## src/rtl/scarv_cop_dispatch_pkg.sv

```systemverilog
// ---------------------------------------------------------------------------
// scarv_cop_dispatch_pkg : shared class/status codes and FSM state type
// Revision: 1.0
// ---------------------------------------------------------------------------
`default_nettype none

package scarv_cop_dispatch_pkg;

  localparam int NFU = 7;

  // Class codes double as FU indices; class 7 has no FU.
  localparam logic [2:0] SCARV_COP_ICLASS_MOVE         = 3'd0;
  localparam logic [2:0] SCARV_COP_ICLASS_RANDOM       = 3'd1;
  localparam logic [2:0] SCARV_COP_ICLASS_MP           = 3'd2;
  localparam logic [2:0] SCARV_COP_ICLASS_BITWISE      = 3'd3;
  localparam logic [2:0] SCARV_COP_ICLASS_PACKED_ARITH = 3'd4;
  localparam logic [2:0] SCARV_COP_ICLASS_TWIDDLE      = 3'd5;
  localparam logic [2:0] SCARV_COP_ICLASS_LOADSTORE    = 3'd6;
  localparam logic [2:0] SCARV_COP_ICLASS_ILLEGAL      = 3'd7;

  localparam logic [2:0] SCARV_COP_INSN_SUCCESS = 3'd0;
  localparam logic [2:0] SCARV_COP_INSN_ABORT   = 3'd1;
  localparam logic [2:0] SCARV_COP_INSN_BAD_INS = 3'd2;
  localparam logic [2:0] SCARV_COP_INSN_BAD_LAD = 3'd3;
  localparam logic [2:0] SCARV_COP_INSN_BAD_SAD = 3'd4;
  localparam logic [2:0] SCARV_COP_INSN_TIMEOUT = 3'd5;

  typedef enum logic [1:0] {
    ST_IDLE  = 2'd0,
    ST_ISSUE = 2'd1,
    ST_RESP  = 2'd2
  } state_e;

endpackage

`default_nettype wire

```

## src/rtl/scarv_cop_dispatch_sel.sv

```systemverilog
// ---------------------------------------------------------------------------
// scarv_cop_dispatch_sel : class to one-hot FU decode and one-hot result mux
// Revision: 1.0
// ---------------------------------------------------------------------------
`default_nettype none

module scarv_cop_dispatch_sel
  import scarv_cop_dispatch_pkg::*;
(
  input  logic [2:0]   id_class_i,
  input  logic         id_exception_i,
  output logic [6:0]   onehot_o,
  output logic         legal_o,
  input  logic [6:0]   sel_i,
  input  logic [223:0] fu_rdata_i,
  input  logic [20:0]  fu_status_i,
  output logic [31:0]  rdata_o,
  output logic [2:0]   status_o
);

  always_comb begin
    onehot_o = '0;
    legal_o  = !id_exception_i && (id_class_i != SCARV_COP_ICLASS_ILLEGAL);
    for (int k = 0; k < NFU; k++) begin
      onehot_o[k] = (id_class_i == 3'(k));
    end
  end

  // sel_i is one-hot, so OR-ing the gated slices is a plain mux.
  always_comb begin
    rdata_o  = '0;
    status_o = '0;
    for (int k = 0; k < NFU; k++) begin
      if (sel_i[k]) begin
        rdata_o  = rdata_o  | fu_rdata_i[32*k +: 32];
        status_o = status_o | fu_status_i[3*k +: 3];
      end
    end
  end

endmodule

`default_nettype wire

```

## src/rtl/scarv_cop_dispatch.sv

```systemverilog
// ---------------------------------------------------------------------------
// scarv_cop_dispatch : issues one decoded COP instruction to its FU and holds
// the response until the CPU accepts it.   Revision: 1.0
// ---------------------------------------------------------------------------
`default_nettype none

module scarv_cop_dispatch
  import scarv_cop_dispatch_pkg::*;
#(
  parameter int TIMEOUT = 64,
  parameter int TW      = 7
) (
  input  logic         g_clk,
  input  logic         g_reset,
  input  logic         insn_valid,
  output logic         insn_ready,
  input  logic         id_exception,
  input  logic [2:0]   id_class,
  input  logic [3:0]   id_subclass,
  input  logic [4:0]   id_rd,
  output logic [6:0]   fu_ivalid,
  output logic [3:0]   fu_subclass,
  input  logic [6:0]   fu_idone,
  input  logic [223:0] fu_rdata,
  input  logic [20:0]  fu_status,
  output logic         cpu_rsp_valid,
  input  logic         cpu_rsp_ready,
  output logic [2:0]   cpu_rsp_status,
  output logic [4:0]   cpu_rsp_rd,
  output logic [31:0]  cpu_rsp_data
);

  localparam logic [TW-1:0] TIMEOUT_CNT = TW'(TIMEOUT);

  state_e        state_q,  state_d;
  logic [6:0]    sel_q,    sel_d;
  logic [3:0]    sub_q,    sub_d;
  logic [4:0]    rd_q,     rd_d;
  logic [2:0]    status_q, status_d;
  logic [31:0]   data_q,   data_d;
  logic [TW-1:0] cnt_q,    cnt_d;

  logic [6:0]  w_dec_onehot;
  logic        w_dec_legal;
  logic [31:0] w_mux_rdata;
  logic [2:0]  w_mux_status;
  logic        w_done_sel;
  logic        w_timeout_hit;

  scarv_cop_dispatch_sel u_sel (
    .id_class_i     (id_class),
    .id_exception_i (id_exception),
    .onehot_o       (w_dec_onehot),
    .legal_o        (w_dec_legal),
    .sel_i          (sel_q),
    .fu_rdata_i     (fu_rdata),
    .fu_status_i    (fu_status),
    .rdata_o        (w_mux_rdata),
    .status_o       (w_mux_status)
  );

  assign w_done_sel    = |(fu_idone & sel_q);
  assign w_timeout_hit = (TIMEOUT != 0) && (cnt_q == TIMEOUT_CNT);

  assign insn_ready     = (state_q == ST_IDLE);
  assign fu_ivalid      = (state_q == ST_ISSUE) ? sel_q : 7'd0;
  assign fu_subclass    = sub_q;
  assign cpu_rsp_valid  = (state_q == ST_RESP);
  assign cpu_rsp_status = status_q;
  assign cpu_rsp_rd     = rd_q;
  assign cpu_rsp_data   = data_q;

  always_comb begin
    state_d  = state_q;
    sel_d    = sel_q;
    sub_d    = sub_q;
    rd_d     = rd_q;
    status_d = status_q;
    data_d   = data_q;
    cnt_d    = cnt_q;
    case (state_q)
      ST_IDLE: begin
        if (insn_valid) begin
          sel_d = w_dec_onehot;
          sub_d = id_subclass;
          rd_d  = id_rd;
          if (!w_dec_legal) begin
            status_d = SCARV_COP_INSN_BAD_INS;
            data_d   = '0;
            state_d  = ST_RESP;
          end else begin
            state_d = ST_ISSUE;
          end
        end
      end
      ST_ISSUE: begin
        // Saturating count; only meaningful when the timeout is disabled.
        cnt_d = (cnt_q == '1) ? cnt_q : cnt_q + 1'b1;
        if (w_done_sel) begin
          status_d = w_mux_status;
          data_d   = w_mux_rdata;
          state_d  = ST_RESP;
        end else if (w_timeout_hit) begin
          status_d = SCARV_COP_INSN_TIMEOUT;
          data_d   = '0;
          state_d  = ST_RESP;
        end
      end
      ST_RESP: begin
        if (cpu_rsp_ready) begin
          cnt_d   = '0;
          state_d = ST_IDLE;
        end
      end
      default: state_d = ST_IDLE;
    endcase
  end

  always_ff @(posedge g_clk) begin
    if (g_reset) begin
      state_q  <= ST_IDLE;
      sel_q    <= '0;
      sub_q    <= '0;
      rd_q     <= '0;
      status_q <= '0;
      data_q   <= '0;
      cnt_q    <= '0;
    end else begin
      state_q  <= state_d;
      sel_q    <= sel_d;
      sub_q    <= sub_d;
      rd_q     <= rd_d;
      status_q <= status_d;
      data_q   <= data_d;
      cnt_q    <= cnt_d;
    end
  end

endmodule

`default_nettype wire

```

## config.mk

```make
export PLATFORM = sky130hd
export DESIGN_NAME = scarv_cop_dispatch
export DESIGN_NICKNAME = d
export VERILOG_FILES = /design/src/rtl/scarv_cop_dispatch_pkg.sv /design/src/rtl/scarv_cop_dispatch_sel.sv /design/src/rtl/scarv_cop_dispatch.sv
export SDC_FILE = /design/constraint.sdc
export NUM_CORES = 1
export LEC_CHECK = 0
export CAP_MARGIN = 20
export CORE_MARGIN = 8
export CORE_UTILIZATION = 30
export DETAILED_ROUTE_END_ITERATION = 8
export GPL_ROUTABILITY_DRIVEN = 0
export PLACE_DENSITY = 0.79
export SETUP_SLACK_MARGIN = 0.15
export SYNTH_ARGS = -nofsm -noshare
export SYNTH_HDL_FRONTEND = slang
export SYNTH_SLANG_ARGS = --single-unit
```

## constraint.sdc

```tcl
create_clock -name g_clk -period 2 [get_ports g_clk]
set_input_delay 0.3 -clock g_clk [delete_from_list [all_inputs] [get_ports g_clk]]
set_output_delay 0.3 -clock g_clk [all_outputs]
set_load 0.005 [all_outputs]
```

After elaboration in Yosys (flattened, before gate mapping). Cells that the tools add are included. Widths: inputs -> output; s select.

Add/subtract/negate cells: 1. Equality and inequality tests: 16. Muxes and demuxes: 34. Bitwise logic cells: 13. Reductions and logical operators: 11.

Operators with widths (number): $mux 32 (11); $or 32x32->32 (6); $pmux 32 s2 (1); $mux 3 (11); $mux 7 (3); $or 3x3->3 (6); $eq 7x7->1 const B (2); $pmux 7 s2 (1); $mux 2 (5); $eq 3x3->1 const B (3); $add 7x1->7 const B (1); $and 7x7->7 (1); $reduce_or 7->1 (1); $eq 3x2->1 const B (2); $ne 2x2->1 const B (3); $ne 3x3->1 const B (2); $pmux 2 s3 (1); $pmux 3 s2 (1); $reduce_and 3->1 (2); $reduce_and 4->1 (1); $reduce_bool 2->1 (2); $eq 3x1->1 const B (1); $logic_not 3->1 (1); $eq 2x1->1 const B (1); other kinds (6) (6).

Register bits after elaboration: 60. Input port bits: 269. Output and inout bits: 53.

Longest topological paths before layout. Gate-level depths: netlist of the first run.

Depth after elaboration: 15. Depth in mapped cells: 7. Depth with buffers taken out: 6.

Modules after synthesis. A second synthesis of the first run with hierarchy kept.

Cells, all modules: 415. Area total of the unflattened synthesis: 3632.2 um^2.

By module, submodules not included: scarv_cop_dispatch (times used 1, cells each 238, area each 2332.2 um^2); scarv_cop_dispatch_sel (times used 1, cells each 177, area each 1300.0 um^2).

Worst setup path after synthesis of the first run. OpenSTA, ideal clock, no wires.

Path type: input-to-reg. Start: input fu_idone[3]. End: register data_q[0] (netlist: cpu_rsp_data[0]). Setup time: 117 ps. Arrival time: 1532 ps. Required time: 1883 ps. Path slack: 351 ps. Cell stages on the path: 6. Path buffers: 2. Cell sequence: a222oi_1 nand3_2 and2_1 clkbuf_1 clkbuf_1 a22o_1.

Cells in the longest elaborated chain, start to end: 4. Elaborated cells between the ends (all ways): 6.

RTL lines: start, declared (RTL line scarv_cop_dispatch.sv:23) `input logic [6:0] fu_idone,`; $and 7x7->7 * (RTL line scarv_cop_dispatch.sv:62) `assign w_done_sel = |(fu_idone & sel_q);`; $reduce_or 7->1 * (RTL line scarv_cop_dispatch.sv:62); $ne 3x3->1 (no source line) or $mux 32 (tied branches); $reduce_and 4->1 (no source line) or $pmux 32 s2 (tied branches); end signal, assigned (RTL line scarv_cop_dispatch.sv:134) `data_q <= data_d;`; end, declared (RTL line scarv_cop_dispatch.sv:40) `logic [31:0] data_q, data_d;`.

Every way passes the cells marked *; elsewhere a longest branch is shown, timed or not. A chain may end at the register's enable or synchronous reset.

Worst setup path after layout of the first run.
Start: register cnt_q[2]. End: register data_q[31] (netlist: cpu_rsp_data[31]).

Cells in the longest elaborated chain, start to end: 3.

RTL lines: start, declared (RTL line scarv_cop_dispatch.sv:41) `logic [TW-1:0] cnt_q, cnt_d;`; start signal, assigned (RTL line scarv_cop_dispatch.sv:135) `cnt_q <= cnt_d;`; $eq 7x7->1 (RTL line scarv_cop_dispatch.sv:63) `assign w_timeout_hit = (TIMEOUT != 0) && (cnt_q == TIMEOUT_CNT);`; $ne 3x3->1 (no source line); $reduce_and 4->1 (no source line).

Every way passes these cells.

==> metrics.md, run 1 <==
| Metric | Value |
|---|---|
| Cell Pwr Density | `roughly 540 nW/µm²` |
| Crit Path Class | `reg2reg` |
| Gr usage total | `0.255` |
| Worst-margin pin slew | `roughly 450 ps` |
| Max Slew Vio Count | `0` |
| Outcome | `completed` |
| CP endpoint kind | `register` |
| Die area | `roughly 15000 µm²` |
| Achievable Freq | `0.559 GHz` |
| Relative slew slack | `0.701` |
| Post-synth net total | `680` |
| Cell variety after synth | `47` |
| DRT iter0 DRCs | `650` |
| WL/cell | `approximately 24 µm` |
| Ports | `roughly 320` |
| Crit path time final | `1790 ps` |
| Critical path peak fanout | `34` |
| Clk Latency, worst-skew pair | `about 320 ps` |
| Worst setup margin | `between 200 and 250 ps` |
| #FFs+latches synth | `60` |
| Largest area contributor in the netlist | `dfxtp_1` |
| # setup viols final | `0` |
| Leak | `around 2.8 nW` |
| TritonCTS buffer count | `9` |
| FFs w/ async S/R, synth | `0` |
| Hold depth | `2` |
| Initial core utilization | `0.308` |
| Cell Int Power | `0.00310 W` |
| Final Util | `0.643` |
| Gr ovfl total | `0` |
| Clk pwr share | `0.434` |
| DR pass1 iterations | `6` |
| Final period utilization | `0.895` |
| Hold Crit Class | `reg2reg` |
| CTS tree | `done` |
| Cells after Synth | `between 400 and 500` |
| CP Launch Type | `register` |
| RSZ-0062 raised after global routing | `yes` |
| Antenna-violating nets left | `0` |
| Critical path required time | `about 2200 ps` |
| Fin. Hold Viols | `0` |
| Clock root buffer | `clkbuf_16` |
| Sequential area share after synthesis | `0.340` |
| Total wire length | `21.2 mm` |
| # hold bufs at CTS | `0` |
| Vias | `5148` |
| Detailed-route DRC error count | `0` |
| Fraction of layout cells with a size suffix above 1 | `0.0847` |
| Synthesis-to-finish area growth | `109%` |
| CP Data Arrival Time | `approximately 2000 ps` |
| Top cell type's share of synthesized area | `0.340` |
| Synth Flop Type | `dfxtp_1` |
| WHS Endpoint | `cpu_rsp_rd[1]` |
| Setup WS pre-CTS | `-98.7 ps` |
| Worst-path clk slew | `approximately 50 ps` |
| Port Buffers | `between 300 and 400` |
| Max_cap viols | `0` |
| Main area contributors after synthesis | `dfxtp_1 34%, a22oi_1 14%, a222oi_1 10%` |
| Layout Nets | `approximately 1000` |
| Comb power frac | `0.254` |
| Row cnt | `39` |
| # fillers | `913` |
| Die H | `124 µm` |
| HPWL Detailed | `approximately 17 mm` |
| Largest net degree at the start of global routing | `35` |
| Vias/cell | `between 5 and 6` |
| Clk buf depth | `2` |
| Switching Share | `0.228` |
| Switching power | `just over 0.0009 W` |
| Vias in the first global route | `between 5000 and 6000` |
| Worst r2r path cells | `5` |
| Finished Cell Area | `around 7400 µm²` |
| Initial antenna violation count | `2` |
| Max rail drop VDD | `~0.48 mV` |
| Warnings from Yosys | `0` |
| Area of the multi-input gates | `between 2000 and 2500 µm²` |
| Setup slack, reg-to-reg | `210 ps` |
| DP Area | `between 6000 and 7000 µm²` |
| Setup Skew | `3.29 ps` |
| Storage cell area | `1210 µm²` |
| First-pass GRT wire length | `about 32 mm` |
| Avg Synthesized Cell Area | `approximately 8.6 µm²` |
| Mapped cell area | `3530 µm²` |
| Worst r2r src | `cnt_q[2]` |
| Sink Count | `60` |
| H-tree levels | `3` |
| R2r endpoint | `cpu_rsp_data[31]` |
| Core box area | `roughly 11000 µm²` |
| Seq pwr share | `0.312` |
| Die W | `between 100 and 150 µm` |
| EDFF count, synth | `0` |
| Worst hold path startpoint | `cpu_rsp_rd[1]` |
-- power groups by stage --
stage / clock, W / combinational, W / sequential, W
after floorplan: 0 / 0.000291 / 0.00127
after global placement: 0 / 0.000961 / 0.00127
after detailed placement: 0 / 0.000981 / 0.00128
after CTS: 0.00178 / 0.00101 / 0.00125
after global routing: 0.00182 / 0.00108 / 0.00125
final: 0.00174 / 0.00102 / 0.00125
-- layout by cell type, fill, tap and decap left out, drive strengths merged, types with 3 or more instances in the layout --
cell type and n:
o21ai 4, a221oi 3, clkdlybuf4s50 312, nand2b 8, a22oi 66, and2 8
clkbuf 11, dlygate4sd2 7, bufinv 3, a22o 35, a222oi 36, nor3 3
nand2 25, nor2 8, dfxtp 60, inv 4, a21oi 26, buf 33
nand3 40
-- sequential cells by signal, summed over array words and instances (netlist names) --
| signal | flops |
|---|---|
| sel_q | 7 |
| cnt_q | 7 |
| state_q | 2 |
| fu_subclass | 4 |
| cpu_rsp_data | 32 |
| cpu_rsp_status | 3 |
| cpu_rsp_rd | 5 |
-- metal layers --
metal / track usage / vias to the layer above / share of wire
met5: 0 / - / 0
met4: 0.0964 / 0 / 0.030
met3: 0.0821 / 36 / 0.093
met2: 0.453 / 322 / 0.50
met1: 0.274 / 2473 / 0.38
li1: - / 2317 / -
-- worst max-delay path, stage by stage (launching register included) --
cell     delay [ps]
dfxtp_1         350
or4b_4          580
nor2_2          170
o32ai_4         120
buf_12          190
a22o_1          250
-- synthesized netlist by cell type, drive strengths merged, types with 8 or more instances --
cell / instances
a21oi: 26
a222oi: 36
a22o: 35
a22oi: 66
and2: 8
buf: 11
clkbuf: 36
dfxtp: 60
nand2: 25
nand2b: 8
nand3: 40
nor2: 8
-- logic make-up (layout without fill, tap and decap cells) --
| family | Yosys count | count (layout) | share of synthesized area |
|---|---|---|---|
| adder cells (fa/ha/maj) | 2 | 2 | 0.00709 |
| AO/OA/AOI/OAI | 185 | 185 | 0.422 |
| AND/OR/NAND/NOR | 110 | 110 | 0.166 |
| multiplexers | 1 | 1 | 0.00283 |
| buffers and inverters | 51 | 374 | 0.0613 |
| other | 0 | 2 | 0 |
| flip-flops | 60 | 60 | 0.340 |
-- final cells by class --
cell class                      count  share of cell area
Timing Repair Buffer              354               0.473
Multi-Input combinational cell    298               0.291
Sequential cell                    60               0.164
Clock buffer                       11              0.0315
Tap cell                          143              0.0243
Clock inverter                      5              0.0136
Inverter                            4             0.00204
Antenna cell                        2            0.000678
-- per-stage QoR --
stage	setup TNS (ps)	instances	hold slack, ps	total power [W]
after floorplan	0	409	436	0.00156
after global placement	-1990	856	440	0.00223
after detailed placement	-2490	856	453	0.00226
after CTS	0	875	461	0.00404
after global routing	0	877	470	0.00415
final	0	877	456	0.00401
-- how the worst max path moves through the flow --
stage | startpoint | to | slack, ps
3_3_place_gp | fu_idone[3] | cpu_rsp_data[10] | -60
5_1_grt | cnt_q[1] | cnt_q[2] | 130
6_report | cnt_q[2] | cpu_rsp_data[31] | 210
4_1_cts | cnt_q[0] | cnt_q[5] | 160
2_1_floorplan | fu_idone[3] | cpu_rsp_data[0] | 350
3_5_place_dp | fu_idone[3] | cpu_rsp_data[27] | -100
-- timing repair --
item	CTS	global route
buffers inserted	3	0
pin swaps	0	2
resized for setup	20	4
setup endpoints to repair	10	10
endpoints found under the hold margin	0	0
No activity file was read; power rests on OpenSTA's default activity.
==> inputs of run 2 (changes only) <==
--- a/config.mk
+++ b/config.mk
@@ -8,7 +8,7 @@
 export CAP_MARGIN = 20
-export CORE_MARGIN = 8
-export CORE_UTILIZATION = 30
+export CORE_AREA = 8 8 119 121
 export DETAILED_ROUTE_END_ITERATION = 8
+export DIE_AREA = 0 0 127 129
 export GPL_ROUTABILITY_DRIVEN = 0
-export PLACE_DENSITY = 0.79
+export PLACE_DENSITY = 0.76
 export SETUP_SLACK_MARGIN = 0.15
--- a/constraint.sdc
+++ b/constraint.sdc
@@ -3,2 +3,2 @@
 set_output_delay 0.3 -clock g_clk [all_outputs]
-set_load 0.005 [all_outputs]
+set_load 0.02 [all_outputs]
==> run 2 against run 1 <==
Against the previous run:
- clock power fell by 4%
- largest power group unchanged
- cell count rose by 0.91%
- core utilization is 4.9 points lower
- critical endpoint is now fu_ivalid[5]
- largest cell class unchanged
- sequential share of layout area is 0.066 points higher
- clock-buffer cell count up 1
- total power fell by 1.7%
- final area shrank 0.81%
- non-clock buffer count is the same
==> metrics.md, run 2 (synthesized netlist as in run 1, its figures left out) <==
| Metric | Value |
|---|---|
| Outcome | `completed` |
| RSZ-0062 raised after global routing | `no` |
| CTS tree | `done` |
| Worst-path clk slew | `about 50 ps` |
| Worst-margin pin slew | `approximately 500 ps` |
| CP Data Arrival Time | `about 1500 ps` |
| Critical path required time | `1700 ps` |
| Leak | `about 2.7 nW` |
| Max Slew Vio Count | `0` |
| TritonCTS buffer count | `9` |
| Final period utilization | `0.889` |
| CP endpoint kind | `primary output` |
| Clock root buffer | `clkbuf_16` |
| CP Launch Type | `register` |
| Hold Crit Class | `reg2reg` |
| H-tree levels | `3` |
| Clk buf depth | `2` |
| Fin. Hold Viols | `0` |
| DRT iter0 DRCs | `640` |
| Max rail drop VDD | `between 0.3 and 0.4 mV` |
| Most frequent cells in the layout | `312 x clkdlybuf4s50_1, 66 x a22oi_1, 57 x dfxtp_1, 39 x nand3_1, 36 x a222oi_1` |
| Largest net degree at the start of global routing | `35` |
| Gr ovfl total | `0` |
| Initial core utilization | `0.287` |
| Port Buffers | `about 320` |
| Achievable Freq | `0.562 GHz` |
| Cell Pwr Density | `between 500 and 600 nW/µm²` |
| Critical path peak fanout | `9` |
| Fraction of layout cells with a size suffix above 1 | `0.0888` |
| Die H | `between 100 and 150 µm` |
| HPWL Detailed | `approximately 17 mm` |
| Crit Path Class | `reg2out` |
| Vias in the first global route | `~5300` |
| Largest register FFs | `32` |
| # hold bufs at CTS | `0` |
| Worst hold slack | `roughly 460 ps` |
| Gr usage total | `0.247` |
| Synthesis-to-finish area growth | `107%` |
| Vias | `a little over 5000` |
| Core box area | `12300 µm²` |
| Die area | `between 15000 and 20000 µm²` |
| # setup viols final | `0` |
| Initial antenna violation count | `3` |
| WL/cell | `roughly 25 µm` |
| Setup Skew | `roughly 3.6 ps` |
| DR pass1 iterations | `9` |
| Sink Count | `60` |
| Setup TNS | `0 ps` |
| Vias/cell | `about 6` |
| Total wire length | `between 20 and 25 mm` |
| Commonest non-fill, non-tap cell in the layout | `clkdlybuf4s50_1` |
| Die W | `between 100 and 150 µm` |
| First-pass GRT wire length | `31.4 mm` |
| Ports | `about 320` |
| Relative slew slack | `0.658` |
| Max_cap viols | `0` |
| Row cnt | `41` |
| Crit path time final | `approximately 1800 ps` |
| Clk Latency, worst-skew pair | `about 320 ps` |
| Layout Nets | `998` |
| Detailed-route DRC error count | `0` |
| Antenna-violating nets left | `0` |
[run 2: cell count changes in the layout (fill, tap and decap cells not counted), moves of 2 or more]
| cell | previous run | this run |
|---|---|---|
| dfxtp_1 | 55 | 57 |
| buf_6 | 6 | 0 |
| nor2b_2 | 0 | 2 |
| nor2b_4 | 2 | 0 |
| dlygate4sd2_1 | 7 | 2 |
| clkbuf_2 | 0 | 5 |
| dlymetal6s2s_1 | 2 | 0 |
| buf_4 | 26 | 31 |
[run 2: report_power, final]
group	total, W	internal, W	switching (W)
logic	0.00103	0.000654	0.000378
registers	0.00125	0.00123	0.0000245
clock network	0.00167	0.00112	0.000542
[run 2: path summary, 6_finish.rpt]
check,startpoint,end,slack (ps),cells past startpoint
worst max-delay path,state_q[1],fu_ivalid[5],220,4
worst min-delay path,fu_subclass[0],fu_subclass[0],460,2
worst max register to register,cnt_q[2],cpu_rsp_data[27],230,5
worst min register to register,fu_subclass[0],fu_subclass[0],460,2
[run 2: cell type report]
| class | count | area [µm²] |
|---|---|---|
| Tap cell | 150 | 188 |
| Multi-Input combinational cell | 298 | 2120 |
| Clock inverter | 4 | 72.6 |
| Timing Repair Buffer | 354 | 3460 |
| Sequential cell | 60 | 1200 |
| Clock buffer | 12 | 246 |
| Antenna cell | 3 | 7.51 |
| Inverter | 4 | 15.0 |
| Fill cell | 1079 | 4990 |
[run 2: layer usage]
metal	vias up	routed length, µm	track usage
li1	2309	-	-
met1	2480	8100	0.274
met2	346	11100	0.450
met3	45	1930	0.0550
met4	0	694	0.0980
met5	-	0	0
[run 2: stage by stage]
| step | setup WS, ps | cells | power, W | util | area (µm²) |
|---|---|---|---|---|---|
| floorplan | 351 | 409 | 0.00158 | - | 3530 |
| global placement | -92.4 | 866 | 0.00228 | 0.569 | 7010 |
| detailed placement | -87.4 | 866 | 0.00230 | 0.569 | 7010 |
| CTS | 107 | 882 | 0.00397 | 0.595 | 7320 |
| global route | 153 | 885 | 0.00408 | 0.594 | 7320 |
| finish | 222 | 885 | 0.00395 | 0.594 | 7320 |
[run 2: repair_timing]
item,4_1_cts,5_1_grt
endpoints found under the setup margin,9,30
gates resized for setup,16,10
buffers inserted,0,0
[run 2: worst max-delay path, stage by stage (launching register included)]
cell and delay, ps:
dfxtp_1 460, nor2b_2 80, buf_4 170, and2_1 150
clkdlybuf4s15_1 290
